<file path="src/rtl/spi_master_param.sv">
`default_nettype none
// +------------------------------------------------------------------------+
// | spi_master_param: SPI master, runtime CPOL/CPHA, multi-CS, CS hold     |
// | Revision: 1.0                                                          |
// +------------------------------------------------------------------------+
module spi_master_param #(
  parameter int DATA_W  = 8,
  parameter int CLK_DIV = 4,
  parameter int NUM_CS  = 1,
  localparam int CS_W = (NUM_CS > 1) ? $clog2(NUM_CS) : 1
) (
  input  logic              clk,
  input  logic              rst,
  input  logic              start,
  input  logic [DATA_W-1:0] din,
  input  logic              cpol,
  input  logic              cpha,
  input  logic [CS_W-1:0]   cs_sel,
  input  logic              hold_cs,
  input  logic              cs_release,
  input  logic              miso,
  output logic [DATA_W-1:0] dout,
  output logic              busy,
  output logic              done,
  output logic              sck,
  output logic              mosi,
  output logic [NUM_CS-1:0] cs_n
);

  localparam int HP_W = $clog2(CLK_DIV) + 1;
  localparam int EC_W = $clog2(2 * DATA_W) + 1;
  localparam logic [HP_W-1:0] HP_LOAD = HP_W'(CLK_DIV - 1);
  localparam logic [EC_W-1:0] EC_LOAD = EC_W'(2 * DATA_W);

  localparam logic [2:0] S_IDLE  = 3'd0;
  localparam logic [2:0] S_SETUP = 3'd1;
  localparam logic [2:0] S_XFER  = 3'd2;
  localparam logic [2:0] S_TRAIL = 3'd3;
  localparam logic [2:0] S_DONE  = 3'd4;

  logic [2:0]        state_q, state_d;
  logic [HP_W-1:0]   hp_q, hp_d;
  logic [EC_W-1:0]   ec_q, ec_d;
  logic [DATA_W-1:0] tx_q, tx_d;
  logic [DATA_W-1:0] rx_q, rx_d;
  logic [DATA_W-1:0] dout_q, dout_d;
  logic              busy_q, busy_d;
  logic              done_q, done_d;
  logic              sck_q, sck_d;
  logic              mosi_q, mosi_d;
  logic [NUM_CS-1:0] cs_n_q, cs_n_d;
  logic              cpol_q, cpol_d;
  logic              cpha_q, cpha_d;
  logic              hold_q, hold_d;

  logic [NUM_CS-1:0] sel_oh;
  logic              target_held;
  logic              hp_exp;
  logic              leading;
  logic              do_sample;
  logic              do_shift;

  // Out-of-range selects decode to all zeros, so no line is driven.
  genvar gi;
  generate
    for (gi = 0; gi < NUM_CS; gi++) begin : g_cs_dec
      assign sel_oh[gi] = (cs_sel == CS_W'(gi));
    end
  endgenerate

  assign target_held = |(sel_oh & ~cs_n_q);
  assign hp_exp      = (hp_q == '0);
  // Edges are numbered from 1 while ec counts down from 2*DATA_W, so odd
  // (leading) edges coincide with an even count.
  assign leading     = ~ec_q[0];
  assign do_sample   = cpha_q ? ~leading : leading;
  assign do_shift    = cpha_q ? leading : (~leading && (ec_q != EC_W'(1)));

  always_comb begin
    state_d = state_q;
    hp_d    = hp_q;
    ec_d    = ec_q;
    tx_d    = tx_q;
    rx_d    = rx_q;
    dout_d  = dout_q;
    busy_d  = busy_q;
    done_d  = 1'b0;
    sck_d   = sck_q;
    mosi_d  = mosi_q;
    cs_n_d  = cs_n_q;
    cpol_d  = cpol_q;
    cpha_d  = cpha_q;
    hold_d  = hold_q;
    case (state_q)
      S_IDLE: begin
        if (start) begin
          cpol_d = cpol;
          cpha_d = cpha;
          hold_d = hold_cs;
          busy_d = 1'b1;
          sck_d  = cpol;
          hp_d   = HP_LOAD;
          rx_d   = '0;
          if (!cpha) begin
            mosi_d = din[DATA_W-1];
            tx_d   = {din[DATA_W-2:0], 1'b0};
          end else begin
            tx_d   = din;
          end
          if (target_held) begin
            ec_d    = EC_LOAD;
            state_d = S_XFER;
          end else begin
            cs_n_d  = ~sel_oh;
            state_d = S_SETUP;
          end
        end else if (cs_release) begin
          cs_n_d = '1;
        end
      end
      S_SETUP: begin
        if (hp_exp) begin
          hp_d    = HP_LOAD;
          ec_d    = EC_LOAD;
          state_d = S_XFER;
        end else begin
          hp_d = hp_q - HP_W'(1);
        end
      end
      S_XFER: begin
        if (hp_exp) begin
          hp_d  = HP_LOAD;
          sck_d = ~sck_q;
          ec_d  = ec_q - EC_W'(1);
          if (do_sample) rx_d = {rx_q[DATA_W-2:0], miso};
          if (do_shift) begin
            mosi_d = tx_q[DATA_W-1];
            tx_d   = {tx_q[DATA_W-2:0], 1'b0};
          end
          if (ec_q == EC_W'(1)) state_d = S_TRAIL;
        end else begin
          hp_d = hp_q - HP_W'(1);
        end
      end
      S_TRAIL: begin
        if (hp_exp) begin
          mosi_d  = 1'b1;
          busy_d  = 1'b0;
          done_d  = 1'b1;
          dout_d  = rx_q;
          if (!hold_q) cs_n_d = '1;
          state_d = S_DONE;
        end else begin
          hp_d = hp_q - HP_W'(1);
        end
      end
      S_DONE:  state_d = S_IDLE;
      default: state_d = S_IDLE;
    endcase
  end

  always_ff @(posedge clk) begin
    if (rst) begin
      state_q <= S_IDLE;
      hp_q    <= '0;
      ec_q    <= '0;
      tx_q    <= '0;
      rx_q    <= '0;
      dout_q  <= '0;
      busy_q  <= 1'b0;
      done_q  <= 1'b0;
      sck_q   <= 1'b0;
      mosi_q  <= 1'b1;
      cs_n_q  <= '1;
      cpol_q  <= 1'b0;
      cpha_q  <= 1'b0;
      hold_q  <= 1'b0;
    end else begin
      state_q <= state_d;
      hp_q    <= hp_d;
      ec_q    <= ec_d;
      tx_q    <= tx_d;
      rx_q    <= rx_d;
      dout_q  <= dout_d;
      busy_q  <= busy_d;
      done_q  <= done_d;
      sck_q   <= sck_d;
      mosi_q  <= mosi_d;
      cs_n_q  <= cs_n_d;
      cpol_q  <= cpol_d;
      cpha_q  <= cpha_d;
      hold_q  <= hold_d;
    end
  end

  assign dout = dout_q;
  assign busy = busy_q;
  assign done = done_q;
  assign sck  = sck_q;
  assign mosi = mosi_q;
  assign cs_n = cs_n_q;

endmodule
`default_nettype wire

</file>
<file path="config.mk">
export PLATFORM = sky130hd
export DESIGN_NAME = spi_master_param
export DESIGN_NICKNAME = d
export VERILOG_FILES = /design/src/rtl/spi_master_param.sv
export SDC_FILE = /design/constraint.sdc
export NUM_CORES = 1
export LEC_CHECK = 0
export CELL_PAD_IN_SITES_DETAIL_PLACEMENT = 1
export CELL_PAD_IN_SITES_GLOBAL_PLACEMENT = 1
export CORE_AREA = 2 2 74 76
export CTS_CLUSTER_DIAMETER = 150
export DETAILED_ROUTE_END_ITERATION = 8
export DIE_AREA = 0 0 76 78
export HOLD_SLACK_MARGIN = 0.02
export PLACE_DENSITY_LB_ADDON = 0.2
export SETUP_SLACK_MARGIN = 0.05
export SKIP_CTS_REPAIR_TIMING = 1
export SYNTH_ARGS = -nofsm -noshare
export SYNTH_HDL_FRONTEND = slang
export SYNTH_SLANG_ARGS = --single-unit
</file>
<file path="constraint.sdc">
create_clock -name clk -period 4.9 [get_ports clk]
set_clock_uncertainty 0.05 [all_clocks]
set_input_delay 0.49 -clock clk [delete_from_list [all_inputs] [get_ports clk]]
set_output_delay 0.49 -clock clk [all_outputs]
set_load 0.005 [all_outputs]
</file>
Word-level counts from Yosys, hierarchy flattened
Cells that the tools add are included.
{"block": "totals", "ff_bits": 42, "input_bits": 17}
{"block": "op_classes", "muxes": 46, "addsub": 2, "reduce_logical": 21, "eq_ne": 18, "n_bitwise": 6}
{"op": "$mux W8", "n": 7}
{"op": "$pmux W8 S2", "n": 2}
{"op": "$mux W3", "n": 8}
{"op": "$ne A2 B2 Y1 const B", "n": 11}
{"op": "$mux W5", "n": 4}
{"op": "$mux W1", "n": 17}
{"op": "$pmux W5 S3", "n": 1}
{"op": "$reduce_and A5 Y1", "n": 3}
{"op": "$pmux W3 S4", "n": 1}
{"op": "$pmux W3 S3", "n": 1}
{"op": "$reduce_and A3 Y1", "n": 3}
{"op": "$reduce_bool A3 Y1", "n": 3}
{"op": "$reduce_and A4 Y1", "n": 2}
{"op": "$eq A3 B2 Y1 const B", "n": 2}
{"op": "$logic_not A3 Y1", "n": 2}
{"op": "$ne A3 B3 Y1 const B", "n": 2}
{"op": "$pmux W1 S2", "n": 3}
{"op": "$reduce_and A6 Y1", "n": 1}
{"op": "$eq A5 B1 Y1 const B", "n": 1}
{"op": "$ne A5 B1 Y1 const B", "n": 1}
{"op": "$not A1 Y1", "n": 5}
{"op": "$sub A5 B1 Y5 const B", "n": 1}
{"op": "$reduce_and A2 Y1", "n": 2}
{"op": "$reduce_bool A2 Y1", "n": 2}
{"op": "7 further kinds", "n": 8}

Longest topological paths before layout
{"block": "logic_depth", "depth_word": 6, "ltp_mapped": 7, "mapped_depth_nobuf": 6}

Least setup slack after synthesis
No wires, ideal clock.
{"block": "synth_timing", "path_kind": "register -> register", "start": "register state_q[0]", "end": "register rx_q[0]", "arrival_time_ps": 1751, "period_less_slack_ps": 1929, "setup_time_ps": 128, "path_stages_with_launch": 8, "path_slack_ps": 2971, "cell_sequence": "dfxtp_1 -> buf_6 -> or3b_1 -> buf_2 -> or4_4 -> buf_6 -> mux2i_1 -> nor2_1"}
{"block": "synth_via", "elab_chain_len": 3, "elab_cells_between_ends": 8, "classes_between": "eq/ne: 4; mux: 1; reduce/logical: 3"}
{"element": "from (decl)", "line_no": "41", "source": "logic [2:0] state_q, state_d;"}
{"element": "from (signal assigned)", "line_no": "179", "source": "state_q <= state_d;"}
{"element": "$eq A3 B2 Y1 or $logic_not A3 Y1 (tied branches)", "line_no": "94", "source": "case (state_q)"}
{"element": "$ne A2 B2 Y1 (no source line) or $reduce_bool A2 Y1 (tied branches)"}
{"element": "$reduce_and A4 Y1 (no source line)"}
{"element": "to (signal assigned)", "line_no": "183", "source": "rx_q <= rx_d;"}
{"element": "to (decl)", "line_no": "45", "source": "logic [DATA_W-1:0] rx_q, rx_d;"}
Several ways; a longest one is shown, not always the timed one.
A chain may end at the register's enable or synchronous reset.

Worst setup path after layout
{"block": "layout_timing", "start": "register state_q[1]", "end": "register rx_q[1]"}
Same word-level chain as after synthesis.

==> results.cfg <==
[cts]
cts.sink_count = 42
clk_pin_slew_ns = 0.09
cts_buffer_depth = 2
cts_root_buf = clkbuf_8
numCtsBuffers = 5
cts_max_level = 2
worstSkewPairLatency_ns = 0.29
cts_tree = yes

[timing]
period_needed_ns = 2.56
totalNegativeSetupSlack_ns = 0
finalCritPeriodShare_pct = 52.2
layout_setup_ws_ns = 2.34
setup_viol = 0
relSlewSlack_pct = 33.1
slew_violations = 0
rsz0062_at_grt = false
worstMarginPinSlew_ns = 1.00
clock.fmax_mhz = 391
final-hold-violation-count = 0

[detailed_routing]
wirelength_um = 5400
drt_iter0_markers = 103
ant_nets = 0
drt_pre_antenna_iters = 4
via_count = 1892
vias_per_cell = 5.48
routedWlPerCell_um = 15.7
post-route-drc-count = 0

[setup_path]
critPathSlowestCell = or4_4
r2r_cells = 4
critPathRequiredTime_ns = 5.00
slowest_delay_ns = 0.72
crit_type = reg -> reg
worstPathArrival_ns = 2.65
r2r-end = rx_q[1]
r2r_start = state_q[1]
crit_chain = or3b_1, or4_4, mux2i_1, nor2_1
worstSetupStartpointType = flip-flop
path_max_fanout = 19
cp-end-kind = flip-flop
ff2ff_setup_slack_ns = 2.34

[floorplan]
start_util_pct = 42.9
fp.dieW_um = 76
design.core.area_um2 = 5040
dieArea_um2 = 5930
fp.dieH_um = 78
rows = 26
io_pins = 30

[place]
place_ws_ns = 2.13
gp_congestion = 0.727
dp.cells = 337
dp_hpwl_um = 3750
portBuffers = 29

[power]
power.density_nw_per_um2 = 322
power_mw = 0.823
leakagePower_nw = 0.962
peakVddDrop_mv = 0.173

[global_routing]
gr-usage-met2_pct = 31.2
grt_pass1_wl_um = 9140
gr-usage-met1_pct = 25.1
grt_busiest_layer = met2
gr-usage-all-layers_pct = 19.0
grt_max_degree = 27
gr-total-overflow = 0
grt_pass1_vias = 1815
use_met3_pct = 4.19
antenna_found_initial = 0

[worst_hold_path]
hold_class = reg -> reg
min-delay-start = dout[0]
hold_depth = 2
holdPathEnd = dout[0]

[yosys]
yosys.cell_types.count = 42
yosysWarningCount = 0
synth_edf_count = 0
synthesis.area_um2 = 2160
seq_area_frac_synth_pct = 38.8
synthCells = 254
synth_top_area_share_pct = 38.8
postSynth.asyncResetShare_pct = 0
yosys-top-cells-area = dfxtp_1 (39%), mux2_2 (7.3%), a21oi_1 (5.8%)
yosys.area.top_type = dfxtp_1
syn_nets = 275
synth.avg_cell_area_um2 = 8.52
ys_seq_elements = 42
ys.flop_type = dfxtp_1

[final_layout]
fin_cells = 345
syn_to_final_growth_pct = 18.2
drive_above_1_share_pct = 10.2
nNetsFinal = 295
antenna_cells = 0
n_fill_cell = 612

[outcome]
outcome = finished, final reports clean

[job]
drv_cap = 0
==> worst max path at each step <==
stage | startpoint | to | slack (ns)
floorplan | state_q[0] | rx_q[0] | 2.97
global placement | start | tx_q[4] | 2.18
detailed placement | start | tx_q[2] | 2.13
CTS | state_q[1] | rx_q[2] | 2.34
global route | state_q[1] | rx_q[0] | 2.24
finish | state_q[1] | rx_q[1] | 2.34
==> worst max-delay path, delay by kind of cell, from the launching register on <==
kind | cells | cell delay (ns)
simple gates | 3 | 1.47
flops | 1 | 0.69
mux | 1 | 0.19
==> metrics by stage <==
stage | hold slack [ns] | util (%) | cell area [um^2]
after detailed placement | 0.401 | 49.0 | 2470
after floorplan | 0.377 | - | 2160
final | 0.409 | 50.7 | 2560
after CTS | 0.413 | 50.7 | 2560
after global placement | 0.393 | 49.0 | 2470
after global routing | 0.442 | 50.7 | 2560
==> placed cells by master, fill, tap and decap left out, types with 4 or more instances in the layout <==
cell             instances
o211ai_1                 8
dfxtp_1                 42
mux2_2                  14
nor2b_1                  5
a211oi_1                 5
mux2i_1                 11
o21ai_0                  5
a21oi_1                 25
nor2_1                  24
clkdlybuf4s50_1         29
clkbuf_8                 5
ha_1                     4
and2_1                   8
nand3_1                  9
nor3_1                   5
inv_1                    6
nand2_1                 25
nor3b_1                  6
==> cells in the mapped netlist, types with 4 or more instances <==
cell      instances
a211oi_1          5
a21oi_1          25
and2_1            8
clkbuf_1         13
dfxtp_1          42
ha_1              4
inv_1             6
mux2_2           14
mux2i_1          11
nand2_1          25
nand3_1           9
nor2_1           24
nor2b_1           5
nor3_1            5
nor3b_1           6
o211ai_1          8
o21ai_0           5
==> sequential cells by signal, summed over array words and instances (netlist names) <==
name and cells:
dout 8, rx_q 8, tx_q 8, ec_q 5
hp_q 3, state_q 3, busy 1, cpha_q 1
cs_n 1, done 1, hold_q 1, mosi 1
sck 1
==> where the power goes <==
part           total [mW]  leakage [nW]  switching (mW)  internal (mW)
registers           0.395         0.341          0.0299          0.365
clock network       0.223        0.0441           0.123          0.100
logic               0.205         0.576           0.112         0.0921
total               0.823         0.962           0.265          0.558
==> metal layers <==
layer / vias up / share of wire, %
met1: 914 / 47
met3: 9 / 2.9
met2: 22 / 48
met5: - / 0
li1: 947 / -
met4: 0 / 1.8
==> cell families after synthesis <==
kind of cell / after synthesis / share of synthesized area (%)
simple gates: 100 / 24.0
compound gates: 59 / 17.3
flops: 42 / 38.8
mux: 25 / 12.4
buf+inv: 24 / 5.14
fa+ha+maj: 4 / 2.31
==> final cells by class <==
class	instances	area [um^2]	share of cell area, %
well taps	70	87.6	3.42
multi-input cells	188	1210	47.4
clock inverters	3	21.3	0.831
clock buffers	5	68.8	2.69
flip-flops and latches	42	841	32.9
repair buffers	31	305	11.9
inverters	6	22.5	0.880
No activity file was read; power rests on OpenSTA's default activity.
